[src/rtl/f1_start_sequencer.sv]
// Start-light sequencer for the reaction-time game: steps five lights on, holds them lit for a
// pseudo-random time, then measures the ms reaction time and flags jump starts and timeouts.
//   state  | meaning
//   IDLE   | waiting for start, all outputs low
//   LIGHTS | lights coming on one per STEP_MS ticks
//   HOLD   | all five lit for the random hold time
//   TIMING | lights out, reaction counter running
//   RESULT | result latched until the next start
module f1_start_sequencer #(
  parameter int STEP_MS     = 500,
  parameter int MIN_HOLD_MS = 200,
  parameter int RAND_BITS   = 11,
  parameter int MAX_COUNT   = 9999
) (
  input  logic        clk,
  input  logic        rst,
  input  logic        tick_ms,
  input  logic        start,
  input  logic        button,
  output logic [4:0]  lights,
  output logic        reactiontrigger,
  output logic [13:0] reaction_time,
  output logic        done,
  output logic        jump_start
);

  typedef enum logic [2:0] {IDLE, LIGHTS, HOLD, TIMING, RESULT} state_t;

  localparam logic [15:0] STEP_LAST  = 16'(STEP_MS - 1);
  localparam logic [15:0] HOLD_BASE  = 16'(MIN_HOLD_MS - 1);
  localparam logic [15:0] RAND_MASK  = 16'((32'd1 << RAND_BITS) - 32'd1);
  localparam logic [13:0] COUNT_LAST = 14'(MAX_COUNT - 1);
  localparam logic [13:0] COUNT_MAX  = 14'(MAX_COUNT);

  state_t      state;
  logic [15:0] step_cnt;
  logic [15:0] hold_cnt;
  logic [15:0] hold_last;
  logic [13:0] react_cnt;
  logic [15:0] lfsr;
  logic        button_q;
  logic        press;
  logic [15:0] rand_ext;

  assign press    = button & ~button_q;
  assign rand_ext = lfsr & RAND_MASK;

  always_ff @(posedge clk or posedge rst) begin
    if (rst) begin
      state           <= IDLE;
      step_cnt        <= '0;
      hold_cnt        <= '0;
      hold_last       <= '0;
      react_cnt       <= '0;
      lfsr            <= 16'hACE1;
      button_q        <= 1'b1;
      lights          <= '0;
      reactiontrigger <= 1'b0;
      reaction_time   <= '0;
      done            <= 1'b0;
      jump_start      <= 1'b0;
    end else begin
      button_q <= button;
      // Galois form of x^16+x^14+x^13+x^11; a nonzero seed never reaches 0
      lfsr <= {1'b0, lfsr[15:1]} ^ (lfsr[0] ? 16'hB400 : 16'h0000);

      unique case (state)
        IDLE, RESULT: begin
          if (start) begin
            state         <= LIGHTS;
            lights        <= 5'b00001;
            step_cnt      <= '0;
            reaction_time <= '0;
            done          <= 1'b0;
            jump_start    <= 1'b0;
          end
        end

        LIGHTS, HOLD: begin
          if (press) begin
            state         <= RESULT;
            lights        <= '0;
            reaction_time <= '0;
            jump_start    <= 1'b1;
            done          <= 1'b1;
          end else if (tick_ms && state == LIGHTS) begin
            if (step_cnt == STEP_LAST) begin
              step_cnt <= '0;
              lights   <= {lights[3:0], 1'b1};
              if (lights[3:0] == 4'b1111) begin
                state     <= HOLD;
                hold_cnt  <= '0;
                hold_last <= HOLD_BASE + rand_ext;
              end
            end else begin
              step_cnt <= step_cnt + 16'd1;
            end
          end else if (tick_ms) begin
            if (hold_cnt == hold_last) begin
              state           <= TIMING;
              lights          <= '0;
              react_cnt       <= '0;
              reactiontrigger <= 1'b1;
            end else begin
              hold_cnt <= hold_cnt + 16'd1;
            end
          end
        end

        TIMING: begin
          // a press on a tick cycle records the count before that tick
          if (press) begin
            state           <= RESULT;
            reaction_time   <= react_cnt;
            reactiontrigger <= 1'b0;
            done            <= 1'b1;
          end else if (tick_ms) begin
            if (react_cnt == COUNT_LAST) begin
              state           <= RESULT;
              reaction_time   <= COUNT_MAX;
              reactiontrigger <= 1'b0;
              done            <= 1'b1;
            end else begin
              react_cnt <= react_cnt + 14'd1;
            end
          end
        end

        default: state <= IDLE;
      endcase
    end
  end

endmodule

[config.mk]
export PLATFORM = sky130hd
export DESIGN_NAME = f1_start_sequencer
export DESIGN_NICKNAME = d
export VERILOG_FILES = /design/src/rtl/f1_start_sequencer.sv
export SDC_FILE = /design/constraint.sdc
export NUM_CORES = 1
export LEC_CHECK = 0
export BUFFER_PORTS_ARGS = -buffer_cell sky130_fd_sc_hd__buf_2
export CAP_MARGIN = 20
export CELL_PAD_IN_SITES_DETAIL_PLACEMENT = 0
export CELL_PAD_IN_SITES_GLOBAL_PLACEMENT = 2
export CORE_MARGIN = 2
export CORE_UTILIZATION = 35
export CTS_CLUSTER_SIZE = 10
export DETAILED_ROUTE_END_ITERATION = 10
export GPL_ROUTABILITY_DRIVEN = 0
export PLACE_DENSITY_LB_ADDON = 0.2
export RECOVER_POWER = 25
export SYNTH_ARGS = -nofsm -noshare
export SYNTH_HDL_FRONTEND = slang
export SYNTH_SLANG_ARGS = --single-unit
[constraint.sdc]
create_clock -name clk -period 2.6 [get_ports clk]
set_input_delay 0.13 -clock clk [delete_from_list [all_inputs] [get_ports clk]]
set_output_delay 0.13 -clock clk [all_outputs]
set_load 0.05 [all_outputs]
==> run_results.csv, run 1 <==
group,metric,value,unit
outcome,status,"complete, but fails checks",
outcome,violations,"capacitance limit, slew limit",
yosys,yosysUniqueCellTypes,60,
yosys,ys_warn_count,0,
critical_path,reg2reg_slack,0.17,ns
die,die_area,15400,µm²
flow_run,drv_cap,1,
cells_and_area,antenna_cells,0,
routing,drtPass1Iterations,4,
yosys,synth_edf_count,0,
cts,clkLatencyLatePin,0.36,ns
place,dp_cells,735,
critical_path,slowest_delay,0.55,ns
yosys,yosysTopAreaCellShare,45.2,%
sta,drv_slew,32,
yosys,synth_cells,525,
yosys,netlist_area,5040,µm²
cts,cts-root-buf,"clkbuf_16",
global_route,grt_max_degree,45,
routing,routed_wl,11800,µm
place,io_buffers,26,
yosys,seq_area_frac_synth,49.8,%
critical_path,required,2.84,ns
critical_path,end_kind,"register",
sta,fmax,412,MHz
critical_path,crit_chain,"or4_1 > nor4_2 > nand4_2 > nand2_2 > o2111ai_2 > mux2_1",
critical_path,r2r_end,"lights[2]$_DFFE_PP0P_",
min_path,min_path_cells,3,
die,core_area,14000,µm²
yosys,synth_ff_type,"dfrtp_1",
routing,vias,4001,
routing,dr.first_iter.drc_count,300,
sta,skew,0.00869,ns
yosys,async_flop_share,100,%
sta,setup_tns,0,ns
die,ios,27,
sta,tightestPinTransition,1.51,ns
pwr,peakVddDrop,0.000370,V
critical_path,path_class,"register to register",
global_route,groute.usage.overall,16.4,%
global_route,antenna_found_initial,0,
die,die_h,124,µm
pwr,powerDensity,824,nW/µm²
place,dp_hpwl,8300,µm
cts,cts_tree,"yes",
yosys,synth.ff_latch_count,100,
min_path,hold_class,"primary input to register",
critical_path,path_max_fanout,7,
die,start_util,36.1,%
cts,numCtsBuffers,9,
cells_and_area,drive_gt1_share,13.9,%
critical_path,cp.arrival,2.67,ns
pwr,finalPower,4.80,mW
cells_and_area,stdcell_count,756,
critical_path,critical-path-slowest-cell,"or4_1",
min_path,min-delay-start,"start",
sta,fin_crit_sh,93.3,%
routing,viasPerCell,5.29,
cts,cts_max_path_buffers,2,
sta,setup_violations,0,
routing,wl_per_cell,15.6,µm
cts,htree_levels,3,
die,rows,43,
critical_path,r2r_start,"hold_cnt[12]$_DFFE_PP0P_",
yosys,synthTopCellsByArea,"dfrtp_1, dfstp_2, o21ai_0",
die,die_w,124,µm
routing,drc,0,
cts,cts_num_sinks,100,
routing,antenna_left,0,
cells_and_area,syn2layout_area_growth,15.7,%
cells_and_area,fill_cells,1411,
yosys,syn_nets,535,
pwr,p_leak,2.66,nW
global_route,grt_pass1_wl,19400,µm
global_route,grt_overflow,0,
critical_path,reg2reg_depth,6,
cells_and_area,num-nets-final,581,
sta,period_needed,2.43,ns
yosys,yosys.area.top_type,"dfrtp_1",
sta,holdWs,0.0929,ns
sta,rsz0062_at_grt,"false",
cts,clkTransAtPathRegs,0.07,ns
critical_path,cp-start-kind,"register",
min_path,min_to,"jump_start$_DFFE_PP0P_",
sta,relSlewSlack,-1.35,%
global_route,grt_pass1_vias,3882,
yosys,postSynthAreaPerCell,9.61,µm²
sta,hold_viol,0,
## cells in the final DEF, fill, tap and decap left out, drive strengths merged, types with 3 or more instances in the layout
cell type  count
a21boi         4
a21oi         19
a22o           6
a31oi          7
and2           3
and3           5
and3b          3
and4           4
buf           47
clkbuf        18
dfrtp         91
dfstp          9
ha             5
inv           26
mux2           3
mux2i         11
nand2         43
nand2b         4
nand3         23
nand4         12
nor2          44
nor2b          5
nor3          20
nor4          11
o21ai         64
o31ai          7
or3            7
or4            4
xnor2         19
xor2          20
## repair_timing
item / CTS / global route
setup endpoints to repair: 0 / 2
setup buffers: 0 / 3
hold buffers: 2 / 0
gates resized for setup: 0 / 0
hold endpoints to repair: 27 / 0
## worst max-delay path by stage
stage	start	endpoint	slack [ns]	depth (start not counted)
3_5_place_dp	hold_cnt[12]$_DFFE_PP0P_	lights[2]$_DFFE_PP0P_	0.15	6
2_1_floorplan	button_q$_DFF_PP1_	hold_cnt[13]$_DFFE_PP0P_	0.24	8
3_3_place_gp	hold_cnt[12]$_DFFE_PP0P_	lights[4]$_DFFE_PP0P_	0.19	6
4_1_cts	hold_cnt[12]$_DFFE_PP0P_	lights[2]$_DFFE_PP0P_	0.12	6
5_1_grt	hold_cnt[12]$_DFFE_PP0P_	hold_cnt[15]$_DFFE_PP0P_	0.04	8
6_report	hold_cnt[12]$_DFFE_PP0P_	lights[2]$_DFFE_PP0P_	0.17	6
## logic make-up (layout without fill, tap and decap cells)
kind of cell | after synthesis | after routing | synth area share, %
AO/OA/AOI/OAI | 124 | 124 | 15.1
XOR/XNOR | 39 | 39 | 6.77
adder cells (fa/ha/maj) | 5 | 5 | 1.24
buffers and inverters | 46 | 97 | 3.77
flip-flops | 100 | 100 | 49.8
multiplexers | 14 | 14 | 2.85
AND/OR/NAND/NOR | 197 | 197 | 20.5
## per-layer routing
layer,wire [µm],vias to the layer above,part of all wire (%),global-route usage (%)
li1,-,1960,-,-
met1,5600,1963,47,21.8
met2,5650,63,48,26.4
met3,350,15,3.0,3.30
met4,194,0,1.6,6.46
met5,0,-,0,0
## cells in the mapped netlist, types with 2 or more instances
master    instances
xnor2_1          19
o21a_1            2
and4_1            4
nand2_1          42
nand3b_1          2
a31oi_1           7
nor2b_1           5
mux2_1            3
ha_1              5
or2_2             2
dfstp_2           9
a21boi_1          2
a211oi_1          2
and2_1            3
a41oi_1           2
clkbuf_1         15
or3_1             7
a21oi_1          19
nand3_1          23
dfrtp_1          91
o21ai_1          22
inv_1            23
a22o_1            6
and3b_1           3
o31ai_1           7
a21o_1            2
xor2_1           20
a31o_2            2
nand4_1          11
nor4_1           10
nor2_1           43
nand2b_1          4
and3_1            5
or4_1             4
buf_2             5
nor3_1           20
o21ai_0          41
mux2i_1          11
## area by class of cell
cell class	instances	area, µm²	share of cell area [%]
sequential	100	2510	43.1
tap	180	225	3.86
clock buffer	9	225	3.86
inverter	23	87.6	1.50
timing repair buffer	58	377	6.46
multi-input combinational	379	2340	40.1
clock inverter	7	65.1	1.12
## report_power, final
part           leakage [nW]  switching [mW]  internal (mW)
clock                 0.140           0.658          0.673
combinational          1.17            1.12          0.514
sequential             1.34           0.128           1.71
total                  2.66            1.90           2.90
## worst max-delay path: cells and delay by family (launching register included)
family / cells / cell delay (ns)
simple gates: 4 / 1.28
flops: 1 / 0.43
mux: 1 / 0.37
compound gates: 1 / 0.23
## state kept, by name, indices dropped and copies added (netlist names)
signal,cells
reactiontrigger,1
lfsr,16
hold_last,12
state,3
button_q,1
react_cnt,14
hold_cnt,16
jump_start,1
reaction_time,14
done,1
step_cnt,16
lights,5
## per-stage QoR
stage	setup WS, ns	instance area (µm²)	utilization [%]
floorplan	0.240	5050	-
global placement	0.194	5510	39.4
detailed placement	0.149	5510	39.4
CTS	0.121	5820	41.6
global route	0.0425	5830	41.7
finish	0.174	5830	41.7
Note: power is estimated with default switching activity, not from simulation.
==> inputs of run 2 (changes only) <==
Settings changed: CORE_MARGIN 2 to 10.
==> run 2 against run 1 <==
  * The flow now finishes without violations
  * Clock-buffer cell count unchanged
  * Worst hold slack better by 0.017 ns
  * Clock skew down 0.0029 ns
  * Sequential share of layout area down 0.12 points
  * Global-route usage down 3.9 points
  * First-iteration DRC count unchanged
  * Design area up 0.28%
  * Via count down 1.7%
  * Highest routed layer unchanged
==> run_results.csv, run 2 (synthesis results as in run 1) <==
group,metric,value,unit
outcome,status,"complete, no violations",
die,rows,43,
cts,cts-root-buf,"clkbuf_16",
critical_path,critical-path-slowest-cell,"or4b_1",
routing,drc,0,
sta,relSlewSlack,10.8,%
cts,hold_buffers,2,
pwr,powerDensity,821,nW/µm²
global_route,grt_pass1_wl,20600,µm
sta,period_needed,2.40,ns
cells_and_area,final_cell_area,5850,µm²
cts,cts_tree,"yes",
critical_path,cp.arrival,2.68,ns
global_route,grt_overflow,0,
sta,fmax,416,MHz
die,start_util,36.1,%
cts,clkTransAtPathRegs,0.07,ns
cts,numCtsBuffers,9,
critical_path,cp-start-kind,"primary input",
cells_and_area,final_common_cell,"dfrtp_1",
critical_path,path_class,"primary input to register",
critical_path,cp_num_buf_inv,2,
die,die_area,19600,µm²
cells_and_area,syn2layout_area_growth,16.0,%
sta,fin_crit_sh,92.5,%
routing,drtPass1Iterations,4,
die,core_area,14000,µm²
pwr,peakVddDrop,0.000364,V
min_path,hold_class,"primary input to register",
sta,skew,0.00583,ns
cells_and_area,fill_cells,1382,
die,die_w,140,µm
cts,htree_levels,3,
place,io_buffers,26,
global_route,antenna_found_initial,0,
cts,cts_max_path_buffers,2,
routing,viasPerCell,5.20,
critical_path,slowest_delay,0.63,ns
cts,cts_num_sinks,100,
flow_run,drv_cap,0,
cts,cts.repair.resized,0,
routing,dr.first_iter.drc_count,300,
global_route,grt_pass1_vias,3996,
place,dp_hpwl,8780,µm
cells_and_area,reg.largest.list,"hold_cnt: 16 flops, lfsr: 16 flops, step_cnt: 16 flops",
cells_and_area,antenna_cells,0,
routing,antenna_left,0,
sta,setup_tns,0,ns
cts,clkLatencyLatePin,0.35,ns
die,die_h,140,µm
place,dpl_cell_area,5560,µm²
critical_path,crit_chain,"dlygate4sd3_1 > clkbuf_1 > nor2b_1 > or4b_1 > nand4b_4 > a21boi_4 > or4_1 > a21boi_1",
global_route,groute.usage.overall,12.5,%
routing,routed_wl,12100,µm
cells_and_area,drive_gt1_share,15.3,%
critical_path,required,2.88,ns
die,ios,27,
sta,hold_viol,0,
cells_and_area,mostFrequentLayoutCells,"dfrtp_1, nor2_1, nand2_1, o21ai_0, buf_4",
routing,wl_per_cell,16.0,µm
sta,setup_violations,0,
sta,tightestPinTransition,1.33,ns
pwr,p_leak,2.70,nW
sta,rsz0062_at_grt,"false",
cts,post-cts-setup-buffers,0,
critical_path,path_max_fanout,6,
sta,drv_slew,0,
routing,vias,3934,
global_route,grt_max_degree,29,
critical_path,critical-path-top-delay-family,"simple AND/OR/NAND/NOR gates",
critical_path,end_kind,"register",
cells_and_area,num-nets-final,582,
-- run 2: cell types whose count changed in the layout (fill, tap and decap cells not counted) --
cell	delta
buf_2	+8
clkbuf_1	-8
clkinv_2	+1
clkinv_4	-1
dlymetal6s4s_1	+1
inv_6	+1
inv_8	-1
-- run 2: final cells by class --
| type | instances | area [µm²] | share of cell area (%) |
|---|---|---|---|
| clock inverters | 7 | 58.8 | 1.01 |
| well taps | 180 | 225 | 3.85 |
| inverters | 23 | 87.6 | 1.50 |
| repair buffers | 59 | 399 | 6.82 |
| multi-input cells | 379 | 2340 | 40.0 |
| clock buffers | 9 | 225 | 3.85 |
| flip-flops and latches | 100 | 2510 | 43.0 |
-- run 2: worst paths after layout --
path                       cells after the start          startpoint  slack [ns]                        to
max reg2reg                                    6  button_q$_DFF_PP1_        0.23  hold_cnt[15]$_DFFE_PP0P_
min in group asynchronous                      3                 rst        0.61   hold_cnt[4]$_DFFE_PP0P_
min reg2reg                                    0  lfsr[12]$_DFF_PP0_        0.36        lfsr[11]$_DFF_PP1_
max                                            8              button        0.20  hold_cnt[15]$_DFFE_PP0P_
min                                            3               start        0.11    jump_start$_DFFE_PP0P_
max in group asynchronous                      4                 rst        0.45   step_cnt[9]$_DFFE_PP0P_
-- run 2: through the flow --
stage	worst slack [ns]	hold slack [ns]	utilization [%]	instances	power, mW
2_1_floorplan	0.240	0.134	-	525	3.05
3_3_place_gp	0.260	0.266	39.7	739	3.52
3_5_place_dp	0.223	0.269	39.7	739	3.54
4_1_cts	0.208	0.0879	41.9	757	4.88
5_1_grt	0.0569	0.106	41.8	757	5.09
6_report	0.196	0.110	41.8	757	4.80
-- run 2: layer usage --
layer,track usage [%],up-vias,wire length [µm]
met5,0,-,0
met4,2.45,0,86
met3,3.52,6,364
met2,20.8,40,5850
met1,15.9,1917,5840
li1,-,1971,-
-- run 2: report_power, final --
group / switching, mW / internal, mW
clock network: 0.645 / 0.667
registers: 0.121 / 1.71
logic: 1.14 / 0.524
total: 1.90 / 2.90
-- run 2: worst register-to-register path, stage by stage (launching register included) --
cell and delay (ns):
dfstp_2 0.53, nor2b_1 0.05, or4b_1 0.63, nand4b_4 0.25, a21boi_4 0.18, or4_1 0.50
a21boi_1 0.15
==> inputs of run 3 (changes only) <==
Settings changed: CORE_UTILIZATION 35 to 37, CTS_BUF_LIST set to sky130_fd_sc_hd__clkbuf_4 sky130_fd_sc_hd__clkbuf_8.
==> run 3 against run 2 <==
  * Fmax down 0.47%
  * Non-clock buffer count is 1 higher
  * Routed wire length is 3.1% lower
  * Total power fell by 6.1%
  * Register-to-register slack worse by 0.05 ns
  * Sequential share of layout area grew 0.74 points
  * Combinational power hardly changed
  * Largest cell class unchanged
  * Highest routed layer unchanged
==> run_results.csv, run 3 (synthesis results as in run 1) <==
group,metric,value,unit
outcome,status,"complete, no violations",
place,dp_hpwl,8340,µm
die,die_h,137,µm
cells_and_area,fill_cells,1311,
routing,dr.first_iter.drc_count,290,
cells_and_area,final_common_cell,"dfrtp_1",
sta,setup_violations,0,
global_route,grt_max_degree,63,
critical_path,required,2.92,ns
sta,rsz0062_at_grt,"false",
global_route,grt_overflow,0,
min_path,hold_class,"primary input to register",
cts,cts_tree,"yes",
routing,drc,0,
critical_path,path_class,"register to register",
die,rows,42,
die,ios,27,
cells_and_area,syn2layout_area_growth,14.0,%
die,core_area,13300,µm²
cts,cts_num_sinks,100,
pwr,powerDensity,785,nW/µm²
flow_run,drv_cap,0,
global_route,groute.usage.overall,13.6,%
critical_path,cp.arrival,2.74,ns
cells_and_area,num-nets-final,583,
sta,fin_ws,0.184,ns
cts,htree_levels,3,
sta,skew,0.0145,ns
routing,antenna_left,0,
critical_path,end_kind,"register",
die,die_area,18700,µm²
sta,period_needed,2.42,ns
routing,viasPerCell,5.26,
cts,cts.repair.resized,0,
sta,relSlewSlack,4.83,%
sta,setup_tns,0,ns
critical_path,path_max_fanout,9,
sta,tightestPinTransition,1.43,ns
global_route,grt_pass1_vias,3932,
die,start_util,37.9,%
pwr,peakVddDrop,0.000361,V
cts,numCtsBuffers,9,
cells_and_area,antenna_cells,0,
pwr,p_leak,2.65,nW
cts,cts-root-buf,"clkbuf_8",
cells_and_area,multi_input_area,2340,µm²
place,preCtsSetupSlack,0.196,ns
cells_and_area,mostFrequentLayoutCells,"dfrtp_1, nor2_1, nand2_1, o21ai_0, buf_4",
global_route,antenna_found_initial,0,
cells_and_area,drive_gt1_share,15.4,%
critical_path,cp-start-kind,"register",
die,die_w,137,µm
cts,clkLatencyLatePin,0.40,ns
cells_and_area,seq_area,2510,µm²
cts,clkTransAtPathRegs,0.10,ns
cts,cts_max_path_buffers,2,
sta,hold_viol,0,
routing,drtPass1Iterations,5,
sta,drv_slew,0,
routing,routed_wl,11800,µm
sta,fin_crit_sh,92.9,%
cells_and_area,reg.largest.list,"hold_cnt: 16 flops, lfsr: 16 flops, step_cnt: 16 flops",
routing,vias,3964,
place,io_buffers,26,
global_route,grt_pass1_wl,20500,µm
routing,wl_per_cell,15.6,µm
sta,fmax,414,MHz
==> run 3: cell types whose count changed in the layout (fill, tap and decap cells not counted) <==
cell and change:
clkinv_2 -1, clkbuf_8 +9, inv_8 -1, inv_6 -2, clkbuf_16 -9, buf_12 -1, clkinv_4 +2, buf_4 +2
bufinv_16 +1, dlymetal6s4s_1 -1, clkbuf_4 +1, clkbuf_1 +1
==> run 3: power breakdown <==
part,internal [mW],switching [mW],leakage [nW]
Clock,0.464,0.584,0.100
Sequential,1.71,0.125,1.34
Combinational,0.525,1.10,1.21
Total,2.70,1.81,2.65
==> run 3: cell type report <==
cell class / count / area share [%]
Sequential cell: 100 / 43.7
Multi-Input combinational cell: 379 / 40.7
Inverter: 23 / 1.52
Clock inverter: 6 / 1.26
Tap cell: 176 / 3.83
Clock buffer: 10 / 2.28
Timing Repair Buffer: 60 / 6.70
==> run 3: per-layer routing <==
layer  part of all wire, %  routed length, µm  GRT usage, %
met5                     0                  0             0
met4                   1.3                156          4.26
met3                   3.7                432          3.30
met2                    47               5520          21.7
met1                    48               5660          17.7
==> run 3: final timing paths <==
| path | start | to | slack (ns) | depth (start not counted) |
|---|---|---|---|---|
| max in group asynchronous | rst | react_cnt[8]$_DFFE_PP0P_ | 0.48 | 4 |
| hold / removal | start | jump_start$_DFFE_PP0P_ | 0.06 | 3 |
| setup reg to reg | button_q$_DFF_PP1_ | hold_cnt[13]$_DFFE_PP0P_ | 0.18 | 6 |
| hold reg to reg | lfsr[12]$_DFF_PP0_ | lfsr[11]$_DFF_PP1_ | 0.36 | 0 |
| setup / recovery | button_q$_DFF_PP1_ | hold_cnt[13]$_DFFE_PP0P_ | 0.18 | 6 |
| min in group asynchronous | rst | lights[1]$_DFFE_PP0P_ | 0.32 | 3 |
==> run 3: repair_timing <==
item	in CTS	in global routing
setup buffers	0	0
hold buffers	2	0
endpoints found under the hold margin	14	0
==> run 3: stage by stage <==
stage | utilization (%) | cells | instance area (µm²) | hold WS, ns | power, mW
after global routing | 43.3 | 754 | 5750 | 0.0784 | 4.83
after floorplan | - | 525 | 5050 | 0.134 | 3.05
after detailed placement | 41.7 | 736 | 5550 | 0.144 | 3.52
after global placement | 41.7 | 736 | 5550 | 0.140 | 3.51
after CTS | 43.4 | 754 | 5770 | 0.0406 | 4.59
final | 43.3 | 754 | 5750 | 0.0634 | 4.51
==> run 3: critical path, stage by stage, from the launching register on <==
cell and delay (ns):
dfstp_2 0.54, nor2b_1 0.05, or4b_1 0.62, nand4b_4 0.25, a21boi_4 0.21, or4_1 0.51
a21boi_1 0.16
